<file path="config.mk">
export PLATFORM = sky130hd
export DESIGN_NAME = mem_resp
export DESIGN_NICKNAME = d
export VERILOG_FILES = /design/src/rtl/mem_resp.sv
export SDC_FILE = /design/constraint.sdc
export NUM_CORES = 2
export LEC_CHECK = 0
export BUFFER_PORTS_ARGS = -buffer_cell sky130_fd_sc_hd__buf_4
export CAP_MARGIN = 15
export CORE_UTILIZATION = 63
export DETAILED_ROUTE_END_ITERATION = 10
export HOLD_SLACK_MARGIN = 0.05
export PLACE_DENSITY_LB_ADDON = 0.1
export SYNTH_ARGS = -nofsm -noshare
export SYNTH_HDL_FRONTEND = slang
export SYNTH_SLANG_ARGS = --single-unit
</file>
<file path="constraint.sdc">
create_clock -name clk -period 5.25 [get_ports clk]
set_clock_uncertainty 0.15 [all_clocks]
set_input_delay 0.525 -clock clk [delete_from_list [all_inputs] [get_ports clk]]
set_output_delay 0.525 -clock clk [all_outputs]
set_load 0.05 [all_outputs]
</file>
<file path="src/rtl/mem_resp.sv">
// Wait-state memory responder: holds kp for WAIT_CYC cycles, then completes a read or write on an internal RAM.
// Optional MEMRESP_ERR_EN adds an err output that flags accesses with adr >= DEPTH.
module mem_resp #(
  parameter int DATA_W   = 16,
  parameter int ADDR_W   = 8,
  parameter int DEPTH    = 256,
  parameter int WAIT_CYC = 1
) (
  input  logic              clk,
  input  logic              rst,
  input  logic              req,
  input  logic              we,
  input  logic [ADDR_W-1:0] adr,
  input  logic [DATA_W-1:0] wdata,
  output logic [DATA_W-1:0] rdata,
  output logic              kp
`ifdef MEMRESP_ERR_EN
  ,
  output logic              err
`endif
);

  localparam int IDX_W = (DEPTH > 1) ? $clog2(DEPTH) : 1;
  localparam logic [3:0] WAIT_INIT = 4'(WAIT_CYC);

  typedef enum logic {IDLE, BUSY} state_t;

  state_t            state, state_nxt;
  logic [3:0]        cnt, cnt_nxt;
  logic              kp_nxt;
  logic              lat_en;
  logic              acc_fire;
  logic              acc_we;
  logic [ADDR_W-1:0] acc_adr;
  logic [DATA_W-1:0] acc_wdata;
  logic              in_rng;
  logic [IDX_W-1:0]  idx;

  logic              we_p0;
  logic [ADDR_W-1:0] adr_p0;
  logic [DATA_W-1:0] wdata_p0;

  logic [DATA_W-1:0] mem [DEPTH];

  always_ff @(posedge clk) begin
    if (rst) begin
      state <= IDLE;
      cnt   <= '0;
      kp    <= 1'b0;
    end else begin
      state <= state_nxt;
      cnt   <= cnt_nxt;
      kp    <= kp_nxt;
    end
  end

  always_comb begin
    state_nxt = state;
    case (state)
      IDLE: if (req && (WAIT_CYC != 0)) state_nxt = BUSY;
      BUSY: if (cnt <= 4'd1) state_nxt = IDLE;
      default: state_nxt = IDLE;
    endcase
  end

  // In IDLE the access (zero wait states) uses the live bus; in BUSY it uses the latched request.
  always_comb begin
    lat_en    = 1'b0;
    acc_fire  = 1'b0;
    kp_nxt    = kp;
    cnt_nxt   = cnt;
    acc_we    = we;
    acc_adr   = adr;
    acc_wdata = wdata;
    case (state)
      IDLE: begin
        if (req) begin
          lat_en = 1'b1;
          if (WAIT_CYC == 0) begin
            acc_fire = 1'b1;
          end else begin
            cnt_nxt = WAIT_INIT;
            kp_nxt  = 1'b1;
          end
        end
      end
      BUSY: begin
        acc_we    = we_p0;
        acc_adr   = adr_p0;
        acc_wdata = wdata_p0;
        cnt_nxt   = cnt - 4'd1;
        if (cnt <= 4'd1) begin
          acc_fire = 1'b1;
          kp_nxt   = 1'b0;
          cnt_nxt  = '0;
        end
      end
      default: ;
    endcase
  end

  // p0: request capture, held stable for the whole BUSY window
  always_ff @(posedge clk) begin
    if (lat_en) begin
      we_p0    <= we;
      adr_p0   <= adr;
      wdata_p0 <= wdata;
    end
  end

`ifdef MEMRESP_ERR_EN
  assign in_rng = ({1'b0, acc_adr} < (ADDR_W + 1)'(DEPTH));
`else
  assign in_rng = 1'b1;
`endif
  assign idx = acc_adr[IDX_W-1:0];

  // Completion edge: RAM write or registered read
  always_ff @(posedge clk) begin
    if (!rst && acc_fire && acc_we && in_rng) mem[idx] <= acc_wdata;
  end

  always_ff @(posedge clk) begin
    if (rst) begin
      rdata <= '0;
    end else if (acc_fire && !acc_we) begin
      rdata <= in_rng ? mem[idx] : '0;
    end
  end

`ifdef MEMRESP_ERR_EN
  always_ff @(posedge clk) begin
    if (rst) err <= 1'b0;
    else     err <= acc_fire && !in_rng;
  end
`endif

endmodule
</file>
After elaboration in Yosys (flattened, before gate mapping)
Memory sizes are Yosys's and may differ from the RTL's. A register that Yosys moved wholly into a read port is not among the register bits.
Cells that the tools add are included.
{"block": "totals", "wordCells": 35, "mem_count": 1, "ff_bits": 31, "ramBits": 4096, "input_bits": 28}
{"name": "mem", "depth": 256, "width": 16, "rd": 1, "rd_ports_with_merged_regs": 1, "write_ports": 1, "line": "43", "rtl": "logic [DATA_W-1:0] mem [DEPTH];"}
{"block": "classes", "muxes": 17, "n_eq_ne": 2, "bitwise_logic": 1, "n_addsub": 1, "reduce_logical": 6, "order_cmp": 1}
{"cell": "2-to-1 mux 16 bit", "count": 1}
{"cell": "2-to-1 mux 1 bit", "count": 10}
{"cell": "2-to-1 mux 4 bit", "count": 2}
{"cell": "2-to-1 mux 8 bit", "count": 1}
{"cell": "one-hot mux 4 bit (2 select lines)", "count": 1}
{"cell": "<= comparator 4 x 1 -> 1 bit, second input constant", "count": 1}
{"cell": "one-hot mux 1 bit (2 select lines)", "count": 2}
{"cell": "subtractor 4 x 1 -> 4 bit, second input constant", "count": 1}
{"cell": "logical AND 1 bit", "count": 3}
{"cell": "logical NOT 1 bit", "count": 2}
{"cell": "inequality test 2 x 1 -> 1 bit, second input constant", "count": 1}
{"cell": "inequality test 2 bit, second input constant", "count": 1}
{"cell": "AND reduction 2 bit", "count": 1}
{"cell": "inverter 1 bit", "count": 1}

Longest topological paths before layout
{"block": "logic_depth", "ltp_word": 7, "ltp_mapped": 12}

Worst setup path before layout
OpenSTA, ideal clock, no wires.
{"block": "synth_timing", "path_kind": "register to register", "startpoint": "register state", "endpoint": "memory mem[0][10] (data pin)", "path_buffers": 5, "slack_ns": 0.995, "t_arrival_ns": 3.550, "period_less_slack_ns": 4.255, "setup_ns": 0.556, "path_stages_with_launch": 7, "t_required_ns": 4.544, "path_cell_list": "dfxtp_1 > buf_2 > buf_2 > buf_1 > buf_1 > clkbuf_1 > mux2_2"}
{"block": "synth_between", "elab_chain_len": 1}
{"element": "start: declaration", "line": "28", "rtl": "state_t state, state_nxt;"}
{"element": "start signal: assignment", "line": "51", "rtl": "state <= state_nxt;"}
{"element": "2-to-1 mux 16 bit", "line": "75", "rtl": "case (state)"}
{"element": "named net acc_wdata[10]", "line": "35", "rtl": "logic [DATA_W-1:0] acc_wdata;"}
{"element": "end: declaration", "line": "43"}
The timed path passes the listed nets, and every way through them passes these cells.

Worst setup path after layout
{"block": "layout_timing", "startpoint": "register state", "endpoint": "register rdata[14], read port of mem"}
{"block": "layout_between", "elab_chain_len": 3, "word_cells_on_any_way": 5, "classes_between": "mux: 3; reduce/logical: 2"}
{"element": "2-to-1 mux 1 bit", "line": "75"}
{"element": "logical NOT 1 bit", "line": "126", "rtl": "end else if (acc_fire && !acc_we) begin"}
{"element": "logical AND 1 bit", "line": "126"}
{"element": "end: declaration", "line": "15", "rtl": "output logic [DATA_W-1:0] rdata,"}
Parallel ways exist; a longest one is shown, timed or not.
A chain may end at the register's enable or synchronous reset.

==> flow_summary.yaml <==
status:
  status: "completed"
synth:
  synth_flop_cell: "edfxtp_1"
  yosys.cell_types.count: 49
  synth_fp_nets: 7070
  synth_top_area_frac: 0.785
  syn-cell-area_um2: 158000
  syn_inst: 7040
  avgSynthCellArea_um2: 22.4
  ys_warn_count: 0
  synth_top_cell_by_area: "edfxtp_1"
  netlist_top_cells_area: "edfxtp_1 (79%), mux4_2 (15%), a22oi_1 (1.6%)"
  seq_area_frac_synth: 0.788
  synth-seq-cells: 4143
  async_reset_ff_frac: 0
  synth_edf_count: 4121
timing:
  rsz0062_at_grt: "false"
  fmax_mhz: 197
  slew_violations: 0
  period_needed_ns: 5.08
  setup-violations-final: 0
  period_share: 0.968
  hold_viol: 0
  maxSlewHeadroom: 0.194
  worst_pin_slew_ns: 1.20
die:
  die_area_um2: 252000
  fp.dieW_um: 502
  start_util: 0.634
  fp.dieH_um: 502
  coreArea_um2: 249000
  num_io_pins: 45
  std_cell_rows: 183
clock_network:
  cts_buffer_depth: 4
  htree_levels: 5
  clock_latency_ns: 1.00
  clk_pin_slew_ns: 0.06
  hold_buffers: 27
  tritoncts.num_buffers: 414
  cts_tree: "yes"
  cts_resized: 0
  cts.sinks: 4143
  root_buffer: "clkbuf_16"
  post_cts_buffers: 0
worst_setup_path:
  cp-startpoint: "state$_SDFF_PP0_"
  crit_path_max_incr_delay_ns: 1.05
  cp_top_family: "compound AO/OA/AOI/OAI gates"
  worstPathArrival_ns: 5.73
  critical_path_required_ns: 5.90
  path_common_cell: "buf_12"
  cp_num_buf_inv: 3
  end_kind: "flop"
  cp_max_fo: 31
  critPathLaunchType: "flop"
  critical_path_class: "flop to flop"
  path_cells: "mux2_8 -> buf_12 -> buf_12 -> mux4_2 -> a22oi_1 -> a21oi_1 -> o41ai_1 -> buf_4 -> and3_1 -> a311oi_1"
  cp_slowest_cell: "o41ai_1"
  timing.rr.start: "state$_SDFF_PP0_"
pwr:
  power_mw: 71.7
  p_leak_nw: 55.7
  vdd.ir_drop.worst_mv: 0.340
  p_per_area_nw_per_um2: 400
job:
  cap_viol_max_count: 0
detailed_routing:
  drt_iter0_drc: 11000
  num_vias: 78600
  drc: 0
  postRouteAntennaNets: 0
  avgRoutedWirePerCell_um: 35.8
  drt_pass1_iterations: 5
  via_per_inst: 6.94
  wl_um: 405000
place:
  port_buffers: 44
  dpl.hpwl_um: 237000
  place_inst: 10600
  dpl_cell_area_um2: 166000
  place.gp.congestion: 0.865
global_route:
  overflow: 0
  grt_util_all_layers: 0.327
  grt_pass1_vias: 77900
  antenna_found_initial: 24
  grt_start_max_net_pins: 146
  grt_pass1_wl_um: 575000
cells_and_area:
  layout_common_cells: "edfxtp_1 (4,121), mux4_2 (1,024), buf_4 (542)"
  syn2layout_area_growth_pct: 13.6
  final_core_util: 0.720
  drive_gt1_frac: 0.288
  final_common_cell: "edfxtp_1"
  final_cell_area_um2: 179000
  layoutNonFillerInstCount: 11300
  nNetsFinal: 7700
min_path:
  min_from: "wdata[11]"
  min_path_type: "input port to flop"
## metal layers
metal / global-route usage / up-vias / part of all wire / routed length, um
li1: - / 31200 / - / -
met4: 0.133 / 20 / 0.044 / 17900
met1: 0.462 / 41700 / 0.37 / 148000
met5: 0 / - / 0.00035 / 143
met3: 0.0710 / 776 / 0.11 / 44000
met2: 0.506 / 4927 / 0.48 / 195000
## metrics by stage
stage,TNS [ns],hold slack [ns],worst slack [ns]
after floorplan,0,0.321,0.995
after global placement,-2.02,0.332,-0.820
after detailed placement,0,0.317,0.209
after CTS,0,0.0732,0.167
after global routing,0,0.128,0.0519
final,0,0.144,0.171
## state kept, by name, indices dropped and copies added, names as in the netlist
register  cells
wdata_p0     16
cnt           4
we_p0         1
rdata        16
kp            1
mem        4096
adr_p0        8
state         1
## where the power goes
part / switching (mW) / internal, mW
clock network: 12.1 / 16.7
registers: 0.0563 / 37.0
logic: 3.84 / 2.09
total: 16.0 / 55.7
## cell type report
cell class	count	area, um^2
Sequential cell	4143	124000
Fill cell	14300	69500
Multi-Input combinational cell	2469	32000
Clock buffer	501	10800
Timing Repair Buffer	637	5640
Tap cell	3330	4170
Clock inverter	228	2230
Antenna cell	13	32.5
Inverter	5	18.8
## path summary, 6_finish.rpt
| kind | to | slack, ns | depth (start not counted) |
|---|---|---|---|
| worst max register to register | rdata[14]$_SDFFE_PP0P_ | 0.17 | 10 |
| worst min register to register | kp$_SDFFE_PP0P_ | 0.34 | 2 |
| worst min-delay path | wdata_p0[11]$_DFFE_PP_ | 0.14 | 2 |
| worst max-delay path | rdata[14]$_SDFFE_PP0P_ | 0.17 | 10 |
## synth_stat cells (all sizes together) (2+ instances only)
| library cell | count |
|---|---|
| mux2 | 18 |
| mux2i | 2 |
| nor4 | 3 |
| and3b | 3 |
| nor2b | 4 |
| nor2 | 258 |
| edfxtp | 4121 |
| o21ai | 7 |
| a311oi | 14 |
| clkbuf | 167 |
| a22oi | 337 |
| and3 | 14 |
| ha | 2 |
| or2 | 3 |
| o41ai | 57 |
| nand2 | 375 |
| a21oi | 172 |
| o21a | 2 |
| inv | 5 |
| nor3b | 3 |
| a41oi | 88 |
| buf | 256 |
| nand2b | 4 |
| mux4 | 1024 |
| o31ai | 2 |
| o32ai | 5 |
| dfxtp | 22 |
| nor3 | 39 |
| nand3 | 20 |
## logic make-up (layout without fill, tap and decap cells)
logic type	count (synthesis)	in the layout	share of synthesized area
AOI/OAI and AO/OA	695	695	0.0316
adders and majority gates	2	2	0.000159
buffers and inverters	428	1371	0.0141
DFF	4143	4143	0.788
muxes	1044	1044	0.148
other	0	13	0
and+or+nand+nor	728	728	0.0185
(Power assumes the default switching activity.)
